<file path="src/rtl/seq_det_pkg.sv">
// Shared types and helpers for the configurable serial pattern match controller.
// Holds the FSM state encoding, the default widths and the pattern length clamp.
package seq_det_pkg;

    localparam int PAT_W_DEF = 8;
    localparam int CNT_W_DEF = 8;

    typedef enum logic [1:0] {
        ST_IDLE = 2'd0,
        ST_RUN  = 2'd1,
        ST_DONE = 2'd2
    } state_t;

    // A length of 0 behaves as 1; anything longer than the history behaves as the full history.
    function automatic int clamp_len(input int len, input int pat_w);
        if (len < 1) begin
            return 1;
        end
        if (len > pat_w) begin
            return pat_w;
        end
        return len;
    endfunction

endpackage

</file>
<file path="src/rtl/seq_shift_cmp.sv">
// Serial history shift register with fill counter and length-masked pattern compare.
// hit is evaluated on the post-shift history and fill, so it is only valid on accepted bits.
module seq_shift_cmp
    import seq_det_pkg::*;
#(
    parameter int PAT_W = PAT_W_DEF,
    parameter int LEN_W = $clog2(PAT_W) + 1
) (
    input  logic             clk,
    input  logic             rstn,
    input  logic             shift_en,
    input  logic             bit_in,
    input  logic             clr,
    input  logic             fill_clr,
    input  logic [LEN_W-1:0] len,
    input  logic [PAT_W-1:0] pattern,
    output logic             hit
);

    logic [PAT_W-1:0] hist_q, hist_d;
    logic [LEN_W-1:0] fill_q, fill_d;
    logic [PAT_W-1:0] mask;

    always_comb begin
        hist_d = hist_q;
        fill_d = fill_q;
        if (shift_en) begin
            hist_d = {hist_q[PAT_W-2:0], bit_in};
            if (fill_q < LEN_W'(PAT_W)) begin
                fill_d = fill_q + 1'b1;
            end
        end
    end

    always_comb begin
        mask = '0;
        for (int i = 0; i < PAT_W; i++) begin
            mask[i] = (i < int'(len));
        end
    end

    assign hit = shift_en && (fill_d >= len) && (((hist_d ^ pattern) & mask) == '0);

    // fill_clr restarts the fill count after a non-overlapping match; history is kept.
    always_ff @(posedge clk or negedge rstn) begin
        if (!rstn) begin
            hist_q <= '0;
            fill_q <= '0;
        end else if (clr) begin
            hist_q <= '0;
            fill_q <= '0;
        end else begin
            hist_q <= hist_d;
            fill_q <= fill_clr ? '0 : fill_d;
        end
    end

endmodule

</file>
<file path="src/rtl/seq_match_ctrl.sv">
// Programmable serial pattern match controller: config registers, start/abort FSM,
// saturating match counter and held done/ack handshake around seq_shift_cmp.
module seq_match_ctrl
    import seq_det_pkg::*;
#(
    parameter  int PAT_W = PAT_W_DEF,
    parameter  int CNT_W = CNT_W_DEF,
    localparam int LEN_W = $clog2(PAT_W) + 1
) (
    input  logic             clk,
    input  logic             rstn,
    input  logic             cfg_we,
    input  logic [PAT_W-1:0] cfg_pattern,
    input  logic [LEN_W-1:0] cfg_len,
    input  logic             cfg_overlap,
    input  logic [CNT_W-1:0] cfg_target,
    input  logic             start,
    input  logic             abort,
    input  logic             in_valid,
    input  logic             in,
    input  logic             done_ack,
    output logic             busy,
    output logic             match,
    output logic [CNT_W-1:0] match_cnt,
    output logic             done
);

    state_t           state_q;
    logic [PAT_W-1:0] pat_q;
    logic [LEN_W-1:0] len_q;
    logic             ovl_q;
    logic [CNT_W-1:0] tgt_q;
    logic             busy_q, match_q, done_q;
    logic [CNT_W-1:0] cnt_q, cnt_d;

    logic             hit;
    logic             shift_en;
    logic             clr;
    logic             fill_clr;
    logic [LEN_W-1:0] len_eff;

    // Pattern and length come straight from the config registers; a same-edge
    // cfg_we+start is safe because nothing shifts on the start edge.
    assign len_eff  = LEN_W'(clamp_len(int'(len_q), PAT_W));
    assign shift_en = (state_q == ST_RUN) && in_valid && !abort;
    assign clr      = (state_q == ST_IDLE) && start;
    assign fill_clr = hit && !ovl_q;
    assign cnt_d    = (cnt_q == '1) ? cnt_q : cnt_q + 1'b1;

    seq_shift_cmp #(
        .PAT_W (PAT_W),
        .LEN_W (LEN_W)
    ) u_shift_cmp (
        .clk      (clk),
        .rstn     (rstn),
        .shift_en (shift_en),
        .bit_in   (in),
        .clr      (clr),
        .fill_clr (fill_clr),
        .len      (len_eff),
        .pattern  (pat_q),
        .hit      (hit)
    );

    always_ff @(posedge clk or negedge rstn) begin
        if (!rstn) begin
            state_q <= ST_IDLE;
            pat_q   <= '0;
            len_q   <= '0;
            ovl_q   <= 1'b0;
            tgt_q   <= '0;
            busy_q  <= 1'b0;
            match_q <= 1'b0;
            done_q  <= 1'b0;
            cnt_q   <= '0;
        end else begin
            match_q <= 1'b0;
            case (state_q)
                ST_IDLE: begin
                    if (cfg_we) begin
                        pat_q <= cfg_pattern;
                        len_q <= cfg_len;
                        ovl_q <= cfg_overlap;
                        tgt_q <= cfg_target;
                    end
                    if (start) begin
                        state_q <= ST_RUN;
                        busy_q  <= 1'b1;
                        cnt_q   <= '0;
                    end
                end
                ST_RUN: begin
                    // Abort wins over a match completing on the same edge.
                    if (abort) begin
                        state_q <= ST_IDLE;
                        busy_q  <= 1'b0;
                    end else if (hit) begin
                        match_q <= 1'b1;
                        cnt_q   <= cnt_d;
                        if ((tgt_q != '0) && (cnt_d == tgt_q)) begin
                            state_q <= ST_DONE;
                            done_q  <= 1'b1;
                            busy_q  <= 1'b0;
                        end
                    end
                end
                ST_DONE: begin
                    if (done_ack || abort) begin
                        state_q <= ST_IDLE;
                        done_q  <= 1'b0;
                    end
                end
                default: begin
                    state_q <= ST_IDLE;
                    busy_q  <= 1'b0;
                    done_q  <= 1'b0;
                end
            endcase
        end
    end

    assign busy      = busy_q;
    assign match     = match_q;
    assign match_cnt = cnt_q;
    assign done      = done_q;

endmodule

</file>
<file path="config.mk">
export PLATFORM = sky130hd
export DESIGN_NAME = seq_match_ctrl
export DESIGN_NICKNAME = d
export VERILOG_FILES = /design/src/rtl/seq_det_pkg.sv /design/src/rtl/seq_shift_cmp.sv /design/src/rtl/seq_match_ctrl.sv
export SDC_FILE = /design/constraint.sdc
export NUM_CORES = 1
export LEC_CHECK = 0
export ABC_CLOCK_PERIOD_IN_PS = 3030
export BUFFER_PORTS_ARGS = -buffer_cell sky130_fd_sc_hd__buf_2
export CORE_MARGIN = 4
export CORE_UTILIZATION = 40
export CTS_BUF_LIST = sky130_fd_sc_hd__clkbuf_2
export CTS_CLUSTER_DIAMETER = 120
export DETAILED_ROUTE_END_ITERATION = 10
export PLACE_DENSITY = 0.64
export SLEW_MARGIN = 30
export SYNTH_ARGS = -nofsm -noshare
export SYNTH_HDL_FRONTEND = slang
export SYNTH_SLANG_ARGS = --single-unit
</file>
<file path="constraint.sdc">
create_clock -name clk -period 3.03 [get_ports clk]
set_input_delay 0.303 -clock clk [delete_from_list [all_inputs] [get_ports clk]]
set_output_delay 0.303 -clock clk [all_outputs]
set_load 0.03 [all_outputs]
</file>
* After elaboration in Yosys (flattened, before gate mapping)
Cells that the tools add are included.
W data, S select, Z words.
** Operators by class
- Add/subtract/negate cells :: 2
- Multiply operators :: 0
- Divide/modulo/power cells :: 0
- Magnitude comparators :: 12
- Equality and inequality tests :: 11
- Shifts and indexed selects :: 0
- Muxes and demuxes :: 37
- Bitwise operators :: 4
- Reductions and logical operators :: 19
** Operator list (count)
- $mux W8 :: 6
- $mux W4 :: 7
- $lt A3 B4 Y1 const A :: 4
- $pmux W8 S2 :: 1
- $mux W1 :: 15
- $reduce_and A4 Y1 :: 3
- $mux W2 :: 5
- $add A8 B1 Y8 const B :: 1
- $and A8 B8 Y8 :: 1
- $eq A8 B8 Y1 :: 1
- $eq A8 B8 Y1 const B :: 1
- $logic_not A8 Y1 :: 1
- $lt A1 B4 Y1 const A :: 2
- $lt A2 B4 Y1 const A :: 2
- $ne A2 B2 Y1 const B :: 4
- $reduce_bool A8 Y1 :: 1
- $xor A8 B8 Y8 :: 1
- $logic_and A1 B1 Y1 :: 7
- $pmux W1 S3 :: 2
- $pmux W2 S3 :: 1
- $reduce_and A5 Y1 :: 1
- $add A4 B1 Y4 const B :: 1
- $ge A4 B4 Y1 :: 1
- $gt A4 B4 Y1 const B :: 1
- other kinds (13) :: 15
** Word-level totals
- Flip-flop bits (word level) :: 46
- Latch bits :: 0
- Memory bits (writable) :: 0
- ROM bits :: 0
- Input port bits :: 29
- Logic and storage cells :: 96
- Memories :: 0

* Depth between registers and ports, before layout
Gate-level depths: netlist of run 1.
- Depth after elaboration :: 12
- Depth in mapped cells :: 14
- Gate-level depth less buffers :: 11

* Cells and area by module
From an unflattened synthesis of run 1, not the netlist that was laid out.
** Second synthesis, totals
- Cells, all modules :: 252
- Area, all modules :: 2655.0 sq um
** By module, submodules not included
- seq_match_ctrl :: instances 1, cells each 174, area each 1830.5 sq um, seq. area each 850.8 sq um
- seq_shift_cmp :: instances 1, cells each 78, area each 824.5 sq um, seq. area each 300.3 sq um

* Worst setup path before layout of run 1
Ideal clock, no wire load.
- Path kind :: register -> register
- Start :: register state_q[1]
- End :: register cnt_q[7], in the netlist match_cnt[7]
- Setup time :: 84 ps
- Data arrival time :: 2996 ps
- Required time :: 2946 ps
- Slack :: -50 ps
- Cell stages (with the launch flop) :: 14
- Buffers on the path :: 3
- Clock period less this slack :: 3080 ps
- Cells stage by stage :: dfrtp_1 -> nor4bb_1 -> buf_4 -> buf_12 -> nor2b_1 -> mux2_2 -> ha_1 -> a21o_1 -> a211o_1 -> nand3_1 -> nor4b_4 -> buf_6 -> a31oi_1 -> a41oi_2
** Between the ends
- Word-level cells in the longest chain between the ends :: 10
** Ends and longest elaborated chain
- from (decl) :: line seq_match_ctrl.sv:28 : state_t state_q;
- from (signal assigned) :: line seq_match_ctrl.sv:67 : state_q <= ST_IDLE;
- from (signal assigned) :: line seq_match_ctrl.sv:87 : state_q <= ST_RUN;
- from (signal assigned) :: line seq_match_ctrl.sv:95 : state_q <= ST_IDLE;
- $eq A2 B1 Y1 :: line seq_match_ctrl.sv:45, seq_match_ctrl.sv:78
- $logic_and A1 B1 Y1 (2 in a row) :: line seq_match_ctrl.sv:45 : assign shift_en = (state_q == ST_RUN) && in_valid && !abort;
- $mux W8 :: line seq_shift_cmp.sv:27 : if (shift_en) begin
- $xor A8 B8 Y8 :: line seq_shift_cmp.sv:42 : assign hit = shift_en && (fill_d >= len) && (((hist_d ^ pattern) & mask) == '0);
- $and A8 B8 Y8 :: line seq_shift_cmp.sv:42
- $logic_not A8 Y1 :: line seq_shift_cmp.sv:42
- $logic_and A1 B1 Y1 :: line seq_shift_cmp.sv:42
- $ne A2 B2 Y1 (no source line)
- $reduce_and A4 Y1 (no source line)
- to (signal assigned) :: line seq_match_ctrl.sv:99 : cnt_q <= cnt_d;
- to (decl) :: line seq_match_ctrl.sv:34 : logic [CNT_W-1:0] cnt_q, cnt_d;
Several ways; a longest one is shown, not always the timed one.
A chain may end at the register's enable or synchronous reset.

* Worst setup path after layout of run 1
Same ends and word-level chain as after synthesis.

==> impl_metrics.env, run 1 <==
export IMPL_cap_violations=0
export IMPL_fin_cells=383
export IMPL_numCtsBuffers=5
export IMPL_synth_warnings=0
export IMPL_power_mw=1.47
export IMPL_crit_type="flip-flop to flip-flop"
export IMPL_max_freq_ghz=0.351
export IMPL_yosysMostFrequentCell="dfrtp_1"
export IMPL_yosys_most_used_dff="dfrtp_1"
export IMPL_design_core_area_sq_um=6390
export IMPL_crit_arrival_ps=3230
export IMPL_r2r_slack_ps=180
export IMPL_rsz0062_at_grt="false"
export IMPL_vdd_drop_max_mv=0.211
export IMPL_hold_viol=0
export IMPL_power_share_sequential_pct=54.2
export IMPL_rows=29
export IMPL_synth_area_leader_cell="dfrtp_1"
export IMPL_clk_pin_slew_ps=240
export IMPL_overflow=0
export IMPL_clockBufferDepth=2
export IMPL_start_util_pct=41.5
export IMPL_fillCellCount=621
export IMPL_grt_pass1_wl_mm=9.99
export IMPL_ys_ff_latch=46
export IMPL_async_flop_share_pct=100
export IMPL_die_w_um=89.4
export IMPL_cp_required_ps=3410
export IMPL_drive_above_1_share_pct=27.1
export IMPL_die_y_um=89.4
export IMPL_path_max_fanout=18
export IMPL_antenna_found_initial=0
export IMPL_placed_area_sq_um=2930
export IMPL_worstMarginPinSlew_ps=657
export IMPL_final_setup_worst_slack_ps=181
export IMPL_root_buffer="clkbuf_2"
export IMPL_intPower_mw=0.963
export IMPL_viasPerCell=5.52
export IMPL_synth_area_leaders="dfrtp_1, mux2_2, mux2i_1, xnor2_1, nand2_1"
export IMPL_p_leak_nw=1.44
export IMPL_htree_levels=2
export IMPL_syn_cell_area_sq_um=2650
export IMPL_switchingPower_mw=0.506
export IMPL_multiInputGateArea_sq_um=1440
export IMPL_cts_sinks=46
export IMPL_io_buffers=39
export IMPL_n_antenna_cell=0
export IMPL_p_sw_share_pct=34.5
export IMPL_grt_usage_pct=16.0
export IMPL_post_route_drc_count=0
export IMPL_min_path_type="input port to flip-flop"
export IMPL_tns_ps=0
export IMPL_wl_per_cell_um=15.4
export IMPL_drv_slew=0
export IMPL_dp_hpwl_mm=4.27
export IMPL_cts_tree="done"
export IMPL_finalNetCount=340
export IMPL_yosysSeqAreaShare_pct=43.4
export IMPL_end_kind="flip-flop"
export IMPL_cp_start_kind="flip-flop"
export IMPL_routed_wl_mm=5.90
export IMPL_pre_cts_slack_ps=75.1
export IMPL_skew_ps=20.8
export IMPL_io_pins=40
export IMPL_vias=2114
export IMPL_netlist_instances=261
export IMPL_synthToLayoutAreaGrowth_pct=14.6
export IMPL_synth_edf_count=0
export IMPL_slew_headroom_pct=55.7
export IMPL_final_area_sq_um=3040
export IMPL_synthTopCellsByCount="dfrtp_1, nand2_1, nor2_1"
export IMPL_worstSkewPairLatency_ps=430
export IMPL_seq_area_sq_um=1150
export IMPL_clockPowerShare_pct=17.4
export IMPL_comb_power_share_pct=28.4
export IMPL_syn_nets=296
export IMPL_syn_avg_cell_area_sq_um=10.2
export IMPL_powerDensity_nw_per_um2=484
export IMPL_period_share_pct=94.0
export IMPL_place_gp_congestion=0.865
export IMPL_synth_top_area_share_pct=43.4
export IMPL_drt_initial_drc_count=175
export IMPL_firstDrtPassIters=4
export IMPL_period_minus_slack_ps=2850
export IMPL_setup_viol=0
export IMPL_grt_max_degree=47
export IMPL_dieArea_sq_um=7990
export IMPL_grt_pass1_vias=1994
export IMPL_ant_nets=0
export IMPL_dpl_cell_count=371
export IMPL_ys_types=48
export IMPL_status="completed"
==> cell families (layout without fill, tap and decap cells) <==
kind of cell,Yosys count,after routing,share of synthesized area (%)
AND/OR/NAND/NOR,96,96,19.9
AO/OA/AOI/OAI,51,51,13.3
flip-flops,46,46,43.4
multiplexers,32,32,13.0
buffers and inverters,18,63,3.59
XOR/XNOR,12,12,3.97
adder cells (fa/ha/maj),6,6,2.83
==> area by class of cell <==
type / instances / area share [%]
Clock buffer: 6 / 0.988
Clock inverter: 2 / 0.288
Inverter: 6 / 0.741
Multi-Input combinational cell: 197 / 47.3
Sequential cell: 46 / 37.9
Tap cell: 77 / 3.17
Timing Repair Buffer: 49 / 9.60
==> through the flow <==
stage,utilization [%],hold slack (ps)
4_1_cts,46.6,43.4
3_5_place_dp,45.8,354
6_report,47.6,69.1
3_3_place_gp,45.8,500
2_1_floorplan,-,7.41
5_1_grt,47.6,45.4
==> power groups by stage <==
| stage | clock [mW] | combinational (mW) | sequential, mW |
|---|---|---|---|
| after floorplan | 0 | 0.307 | 0.787 |
| after global placement | 0 | 0.398 | 0.801 |
| after detailed placement | 0 | 0.408 | 0.805 |
| after CTS | 0.269 | 0.411 | 0.793 |
| after global routing | 0.292 | 0.466 | 0.809 |
| final | 0.255 | 0.417 | 0.797 |
==> critical path, cell delays in order (launching register included) <==
cell and delay, ps:
dfrtp_1 480, nor4bb_2 310, nor2b_4 230, mux2_2 350
ha_1 290, a21o_1 150, a211o_1 310, nand3_2 100
nor4b_4 50, buf_6 160, a41o_1 200, a41oi_2 180
==> flip-flops by register name (all words and copies together), names as in the netlist <==
name	count
match_cnt	8
pat_q	8
tgt_q	8
u_shift_cmp.hist_q	8
len_q	4
u_shift_cmp.fill_q	4
state_q	2
busy	1
done	1
match	1
ovl_q	1
==> cell usage in the layout, fill, tap and decap left out, drive strengths merged, types with 3 or more instances in the layout <==
cell,count
xnor2,10
a41o,3
nand4,4
nor3,5
mux2,20
nor4,4
nor2b,8
and4,4
and2,5
and3,4
mux2i,12
a21oi,10
inv,6
o211ai,3
nor2,21
clkbuf,6
dfrtp,46
ha,6
a21o,4
nand2,22
nand3,8
o21ai,14
or3,4
buf,48
==> routing by layer <==
metal / wire length (um) / global-route usage [%] / vias up / share of wire, %
li1: - / - / 1042 / -
met1: 2950 / 24.0 / 1015 / 50
met2: 2640 / 23.6 / 53 / 45
met3: 271 / 2.76 / 4 / 4.6
met4: 38 / 4.60 / 0 / 0.64
met5: 0 / 0 / - / 0
==> path summary, 6_finish.rpt <==
check,startpoint,endpoint,cells after the start
setup / recovery,state_q[1],match_cnt[7],11
hold / removal,cfg_target[3],tgt_q[3],3
setup reg to reg,state_q[1],match_cnt[7],11
hold reg to reg,u_shift_cmp.hist_q[0],u_shift_cmp.hist_q[0],2
max in group asynchronous,rstn,tgt_q[7],2
min in group asynchronous,rstn,match_cnt[6],2
==> timing repair <==
item                                    CTS  global route
resized for setup                         0             6
endpoints found under the setup margin    0            12
buffers inserted                          0             3
hold endpoints to repair                 46             0
hold buffers                              1             0
Note: power is estimated with default switching activity, not from simulation.
==> run 2: changes to the inputs <==
--- a/config.mk
+++ b/config.mk
@@ -5,6 +5,7 @@
 export SDC_FILE = /design/constraint.sdc
 export NUM_CORES = 1
 export LEC_CHECK = 0
+export ABC_AREA = 1
 export ABC_CLOCK_PERIOD_IN_PS = 3030
 export BUFFER_PORTS_ARGS = -buffer_cell sky130_fd_sc_hd__buf_2
 export CORE_MARGIN = 4
@@ -12,7 +13,7 @@
 export CTS_BUF_LIST = sky130_fd_sc_hd__clkbuf_2
 export CTS_CLUSTER_DIAMETER = 120
 export DETAILED_ROUTE_END_ITERATION = 10
-export PLACE_DENSITY = 0.64
+export PLACE_DENSITY = 0.63
 export SLEW_MARGIN = 30
 export SYNTH_ARGS = -nofsm -noshare
 export SYNTH_HDL_FRONTEND = slang
==> run 2 against run 1 <==
Die area increased by 3.7%. Combinational power increased to 2.8 times the previous value. Setup slack improved by 180 ps. Routed wire length increased by 5.6%. Clock power increased by 31%. Design area increased by 1.2%. Clock skew increased by 3.1 ps. Via count increased by 15%. Largest power group is now combinational cells. Fmax increased by 6.9%. Core utilization decreased by 0.50 points.
==> impl_metrics.env, run 2 <==
export IMPL_design_core_area_sq_um=6530
export IMPL_clk_pin_slew_ps=240
export IMPL_worstMarginPinSlew_ps=586
export IMPL_drive_above_1_share_pct=17.8
export IMPL_postLayoutCoreUtil_pct=47.1
export IMPL_syn_nets=404
export IMPL_clockBufferDepth=2
export IMPL_pre_cts_slack_ps=386
export IMPL_io_pins=40
export IMPL_cpLargestDelayFamily="simple AND/OR/NAND/NOR gates"
export IMPL_syn_cell_area_sq_um=2760
export IMPL_min_path_type="input port to flip-flop"
export IMPL_synth_edf_count=0
export IMPL_drv_slew=0
export IMPL_rows=29
export IMPL_max_freq_ghz=0.375
export IMPL_io_buffers=39
export IMPL_die_y_um=91.0
export IMPL_crit_arrival_ps=3030
export IMPL_place_gp_congestion=0.886
export IMPL_synth_top_area_share_pct=41.7
export IMPL_htree_levels=2
export IMPL_crit_type="flip-flop to flip-flop"
export IMPL_grt_pass1_vias=2335
export IMPL_cp_required_ps=3400
export IMPL_cp_start_kind="flip-flop"
export IMPL_final_common_cell="nand2_1"
export IMPL_syn_avg_cell_area_sq_um=7.47
export IMPL_wl_per_cell_um=12.8
export IMPL_root_buffer="clkbuf_2"
export IMPL_synth_warnings=0
export IMPL_final_setup_worst_slack_ps=364
export IMPL_viasPerCell=4.99
export IMPL_cap_violations=0
export IMPL_die_w_um=91.0
export IMPL_yosysSeqAreaShare_pct=41.7
export IMPL_cp_buffers_inverters=3
export IMPL_worstHoldStart="cfg_overlap"
export IMPL_finalNetCount=444
export IMPL_yosysMostFrequentCell="nand2_1"
export IMPL_numCtsBuffers=5
export IMPL_drt_initial_drc_count=124
export IMPL_dieArea_sq_um=8290
export IMPL_path_max_fanout=5
export IMPL_timing_rr_start="state_q[1]"
export IMPL_n_antenna_cell=0
export IMPL_slew_headroom_pct=60.9
export IMPL_post_cts_buffers=0
export IMPL_critPathMaxStageDelay_ps=480
export IMPL_synth_area_leaders="dfrtp_1, nand2_1, nand3_1, inv_1, nor2_1"
export IMPL_async_flop_share_pct=100
export IMPL_powerDensity_nw_per_um2=812
export IMPL_antenna_found_initial=0
export IMPL_ys_types=35
export IMPL_ant_nets=0
export IMPL_cpMaxStageDelayCell="dfrtp_1"
export IMPL_post_route_drc_count=0
export IMPL_synthToLayoutAreaGrowth_pct=11.5
export IMPL_routed_wl_mm=6.23
export IMPL_dp_hpwl_mm=4.75
export IMPL_firstDrtPassIters=4
export IMPL_cts_tree="done"
export IMPL_vdd_drop_max_mv=0.373
export IMPL_period_share_pct=88.0
export IMPL_crit_path_start="state_q[1]"
export IMPL_worstSkewPairLatency_ps=420
export IMPL_yosys_most_used_dff="dfrtp_1"
export IMPL_grt_max_degree=47
export IMPL_overflow=0
export IMPL_end_kind="flip-flop"
export IMPL_netlist_instances=369
export IMPL_skew_ps=23.8
export IMPL_p_leak_nw=1.70
export IMPL_layout_common_cells="nand2_1, inv_1, nand3_1"
export IMPL_start_util_pct=42.2
export IMPL_ys_ff_latch=46
export IMPL_synth_area_leader_cell="dfrtp_1"
export IMPL_synthTopCellsByCount="nand2_1, inv_1, nand3_1"
export IMPL_status="completed"
export IMPL_hold_viol=0
export IMPL_tns_ps=0
export IMPL_grt_usage_pct=15.5
export IMPL_setup_viol=0
export IMPL_period_minus_slack_ps=2670
export IMPL_rsz0062_at_grt="false"
export IMPL_vias=2424
export IMPL_grt_pass1_wl_mm=10.7
export IMPL_cp_cell_sequence="nor2_2 -> nand3_2 -> nor2_1 -> mux2i_1 -> inv_1 -> ha_1 -> inv_1 -> o21bai_1 -> nand3_1 -> nand3_1 -> nand2_1 -> clkinv_1 -> nand2_2 -> nor2_4 -> nand2_4 -> or2_1 -> a22oi_1"
export IMPL_cts_sinks=46
run 2: final timing paths:
check,endpoint,depth (start not counted),slack [ps]
setup reg to reg,done,17,360
hold reg to reg,done,2,540
max in group asynchronous,tgt_q[2],2,2250
setup / recovery,done,17,360
min in group asynchronous,pat_q[2],2,380
hold / removal,ovl_q,2,90
run 2: report_power, final:
part	total [mW]	internal [mW]	leakage, nW	switching [mW]
Clock	0.335	0.133	0.0365	0.202
Sequential	1.00	0.836	0.564	0.165
Combinational	1.16	0.415	1.10	0.747
run 2: cell families (layout without fill, tap and decap cells):
| logic type | after synthesis | count (layout) | share of synthesized area (%) |
|---|---|---|---|
| AND/OR/NAND/NOR | 205 | 205 | 35.5 |
| multiplexers | 3 | 3 | 1.18 |
| XOR/XNOR | 3 | 3 | 0.953 |
| adder cells (fa/ha/maj) | 6 | 6 | 2.72 |
| buffers and inverters | 67 | 107 | 10.3 |
| flip-flops | 46 | 46 | 41.7 |
| AO/OA/AOI/OAI | 39 | 39 | 7.62 |
run 2: final cells by class:
type	instances	area, sq um
Fill cell	673	3460
Sequential cell	46	1150
Timing Repair Buffer	43	230
Tap cell	77	96.3
Inverter	57	214
Clock buffer	5	25.0
Clock inverter	2	33.8
Multi-Input combinational cell	256	1320
run 2: repair_timing:
action,CTS,global route
hold buffers,1,0
resized for setup,0,0
endpoints found under the hold margin,46,0
setup endpoints to repair,0,0
run 2: layer usage:
layer | vias to the layer above | wire length (um) | GRT usage [%]
li1 | 1274 | - | -
met1 | 1092 | 3080 | 22.2
met2 | 51 | 2810 | 24.3
met3 | 7 | 262 | 2.89
met4 | 0 | 76 | 4.15
met5 | - | 0 | 0
run 2: stage by stage:
step / hold slack, ps / total power, mW / cell area (sq um) / std cells
2_1_floorplan: 7.41 / 1.91 / 2760 / 369
3_3_place_gp: 517 / 2.16 / 3000 / 478
3_5_place_dp: 357 / 2.19 / 3010 / 478
4_1_cts: 77.9 / 2.52 / 3070 / 486
5_1_grt: 70.4 / 2.74 / 3070 / 486
6_report: 90.6 / 2.50 / 3070 / 486
==> run 3: changes to the inputs <==
--- a/config.mk
+++ b/config.mk
@@ -8,12 +8,14 @@
 export ABC_AREA = 1
 export ABC_CLOCK_PERIOD_IN_PS = 3030
 export BUFFER_PORTS_ARGS = -buffer_cell sky130_fd_sc_hd__buf_2
+export CELL_PAD_IN_SITES_DETAIL_PLACEMENT = 0
+export CELL_PAD_IN_SITES_GLOBAL_PLACEMENT = 1
 export CORE_MARGIN = 4
-export CORE_UTILIZATION = 40
+export CORE_UTILIZATION = 39
 export CTS_BUF_LIST = sky130_fd_sc_hd__clkbuf_2
 export CTS_CLUSTER_DIAMETER = 120
 export DETAILED_ROUTE_END_ITERATION = 10
-export PLACE_DENSITY = 0.63
+export PLACE_DENSITY = 0.8
 export SLEW_MARGIN = 30
 export SYNTH_ARGS = -nofsm -noshare
 export SYNTH_HDL_FRONTEND = slang
==> run 3 against run 2 <==
Fmax down 2.3%. Power up 1.6%. Design area increased by 1.1%. Clock power grew 8.1%. Register-to-register slack got worse by 60 ps. Die area grew 2.3%. Clock-buffer cell count unchanged. Clock skew increased by 7.3 ps.
==> impl_metrics.env, run 3 (same netlist as run 2, synthesis figures left out) <==
export IMPL_status="completed"
export IMPL_die_w_um=92.1
export IMPL_slew_headroom_pct=40.5
export IMPL_clockBufferDepth=2
export IMPL_layout_common_cells="nand2_1, inv_1, nand3_1"
export IMPL_vias=2391
export IMPL_root_buffer="clkbuf_2"
export IMPL_grt_pass1_wl_mm=10.9
export IMPL_hold_viol=0
export IMPL_drive_above_1_share_pct=18.3
export IMPL_pre_cts_slack_ps=363
export IMPL_skew_ps=31.2
export IMPL_worstMarginPinSlew_ps=891
export IMPL_seq_area_sq_um=1150
export IMPL_grt_pass1_vias=2282
export IMPL_drt_initial_drc_count=156
export IMPL_post_cts_buffers=0
export IMPL_worstSkewPairLatency_ps=440
export IMPL_cts_resized=0
export IMPL_final_area_sq_um=3110
export IMPL_max_freq_ghz=0.367
export IMPL_cts_sinks=46
export IMPL_n_antenna_cell=0
export IMPL_crit_type="flip-flop to flip-flop"
export IMPL_ant_nets=0
export IMPL_numCtsBuffers=5
export IMPL_finalNetCount=444
export IMPL_final_setup_worst_slack_ps=302
export IMPL_powerDensity_nw_per_um2=816
export IMPL_fillCellCount=725
export IMPL_dp_hpwl_mm=4.87
export IMPL_clk_pin_slew_ps=250
export IMPL_drv_slew=0
export IMPL_viasPerCell=4.73
export IMPL_io_pins=40
export IMPL_final_common_cell="nand2_1"
export IMPL_min_path_type="input port to flip-flop"
export IMPL_tns_ps=0
export IMPL_whs_ps=74.5
export IMPL_cp_required_ps=3410
export IMPL_design_core_area_sq_um=6830
export IMPL_io_buffers=39
export IMPL_routed_wl_mm=6.41
export IMPL_end_kind="flip-flop"
export IMPL_placed_area_sq_um=3030
export IMPL_grt_max_degree=47
export IMPL_crit_arrival_ps=3110
export IMPL_dieArea_sq_um=8480
export IMPL_vdd_drop_max_mv=0.327
export IMPL_htree_levels=2
export IMPL_rsz0062_at_grt="false"
export IMPL_grt_usage_pct=16.1
export IMPL_cts_tree="done"
export IMPL_path_max_fanout=5
export IMPL_setup_viol=0
export IMPL_period_share_pct=90.0
export IMPL_place_gp_congestion=0.821
export IMPL_firstDrtPassIters=4
export IMPL_start_util_pct=40.4
export IMPL_post_route_drc_count=0
export IMPL_synthToLayoutAreaGrowth_pct=12.7
export IMPL_die_y_um=92.1
export IMPL_cp_start_kind="flip-flop"
export IMPL_power_mw=2.54
export IMPL_period_minus_slack_ps=2730
export IMPL_p_leak_nw=1.70
export IMPL_wl_per_cell_um=12.7
export IMPL_rows=30
export IMPL_antenna_found_initial=0
export IMPL_multiInputGateArea_sq_um=1320
export IMPL_overflow=0
export IMPL_cap_violations=0
run 3: changes by cell type in the layout (fill, tap and decap cells not counted), sizes merged:
| cell | previous run | this run |
|---|---|---|
| inv | 56 | 57 |
run 3: what timing repair did:
item                                    CTS  global route
hold buffers                              1             0
endpoints found under the hold margin    46             0
endpoints found under the setup margin    0             0
run 3: final timing paths:
check / from / endpoint / slack, ps / depth (start not counted)
setup / recovery: state_q[1] / done / 300 / 17
hold / removal: cfg_overlap / ovl_q / 70 / 2
setup reg to reg: state_q[1] / done / 300 / 17
hold reg to reg: done / done / 550 / 2
max in group asynchronous: rstn / len_q[1] / 2230 / 2
min in group asynchronous: rstn / tgt_q[3] / 370 / 2
run 3: area by class of cell:
cell class,count,share of cell area (%)
clock buffers,5,0.805
flip-flops and latches,46,37.0
multi-input cells,256,42.6
inverters,57,6.88
clock inverters,3,1.41
well taps,96,3.86
repair buffers,43,7.41
run 3: critical path, cell delays in order, from the launching register on:
cell	delay, ps
dfrtp_1	490
nor2_2	160
nand3_2	80
nor2_1	230
mux2i_1	260
inv_1	70
ha_1	300
inv_1	40
o21bai_1	120
nand3_1	90
nand3_1	70
nand2_1	50
clkinv_1	60
nand2_2	60
nor2_4	120
nand2_4	80
or2_1	250
a22oi_1	140
run 3: through the flow:
step                util, %  cells
floorplan                 -    369
global placement       44.3    497
detailed placement     44.3    497
CTS                    45.5    506
global route           45.5    506
finish                 45.5    506
run 3: routing by layer:
| layer | share of wire (%) | up-vias | wire length (um) | global-route usage, % |
|---|---|---|---|---|
| li1 | - | 1268 | - | - |
| met1 | 49 | 1081 | 3150 | 22.7 |
| met2 | 46 | 35 | 2970 | 25.3 |
| met3 | 3.3 | 7 | 212 | 3.04 |
| met4 | 1.1 | 0 | 72 | 4.08 |
| met5 | 0 | - | 0 | 0 |
run 3: report_power, final:
| part | switching, mW | total [mW] | internal (mW) |
|---|---|---|---|
| clock network | 0.220 | 0.362 | 0.141 |
| logic | 0.756 | 1.17 | 0.416 |
| registers | 0.168 | 1.00 | 0.836 |
| total | 1.14 | 2.54 | 1.39 |
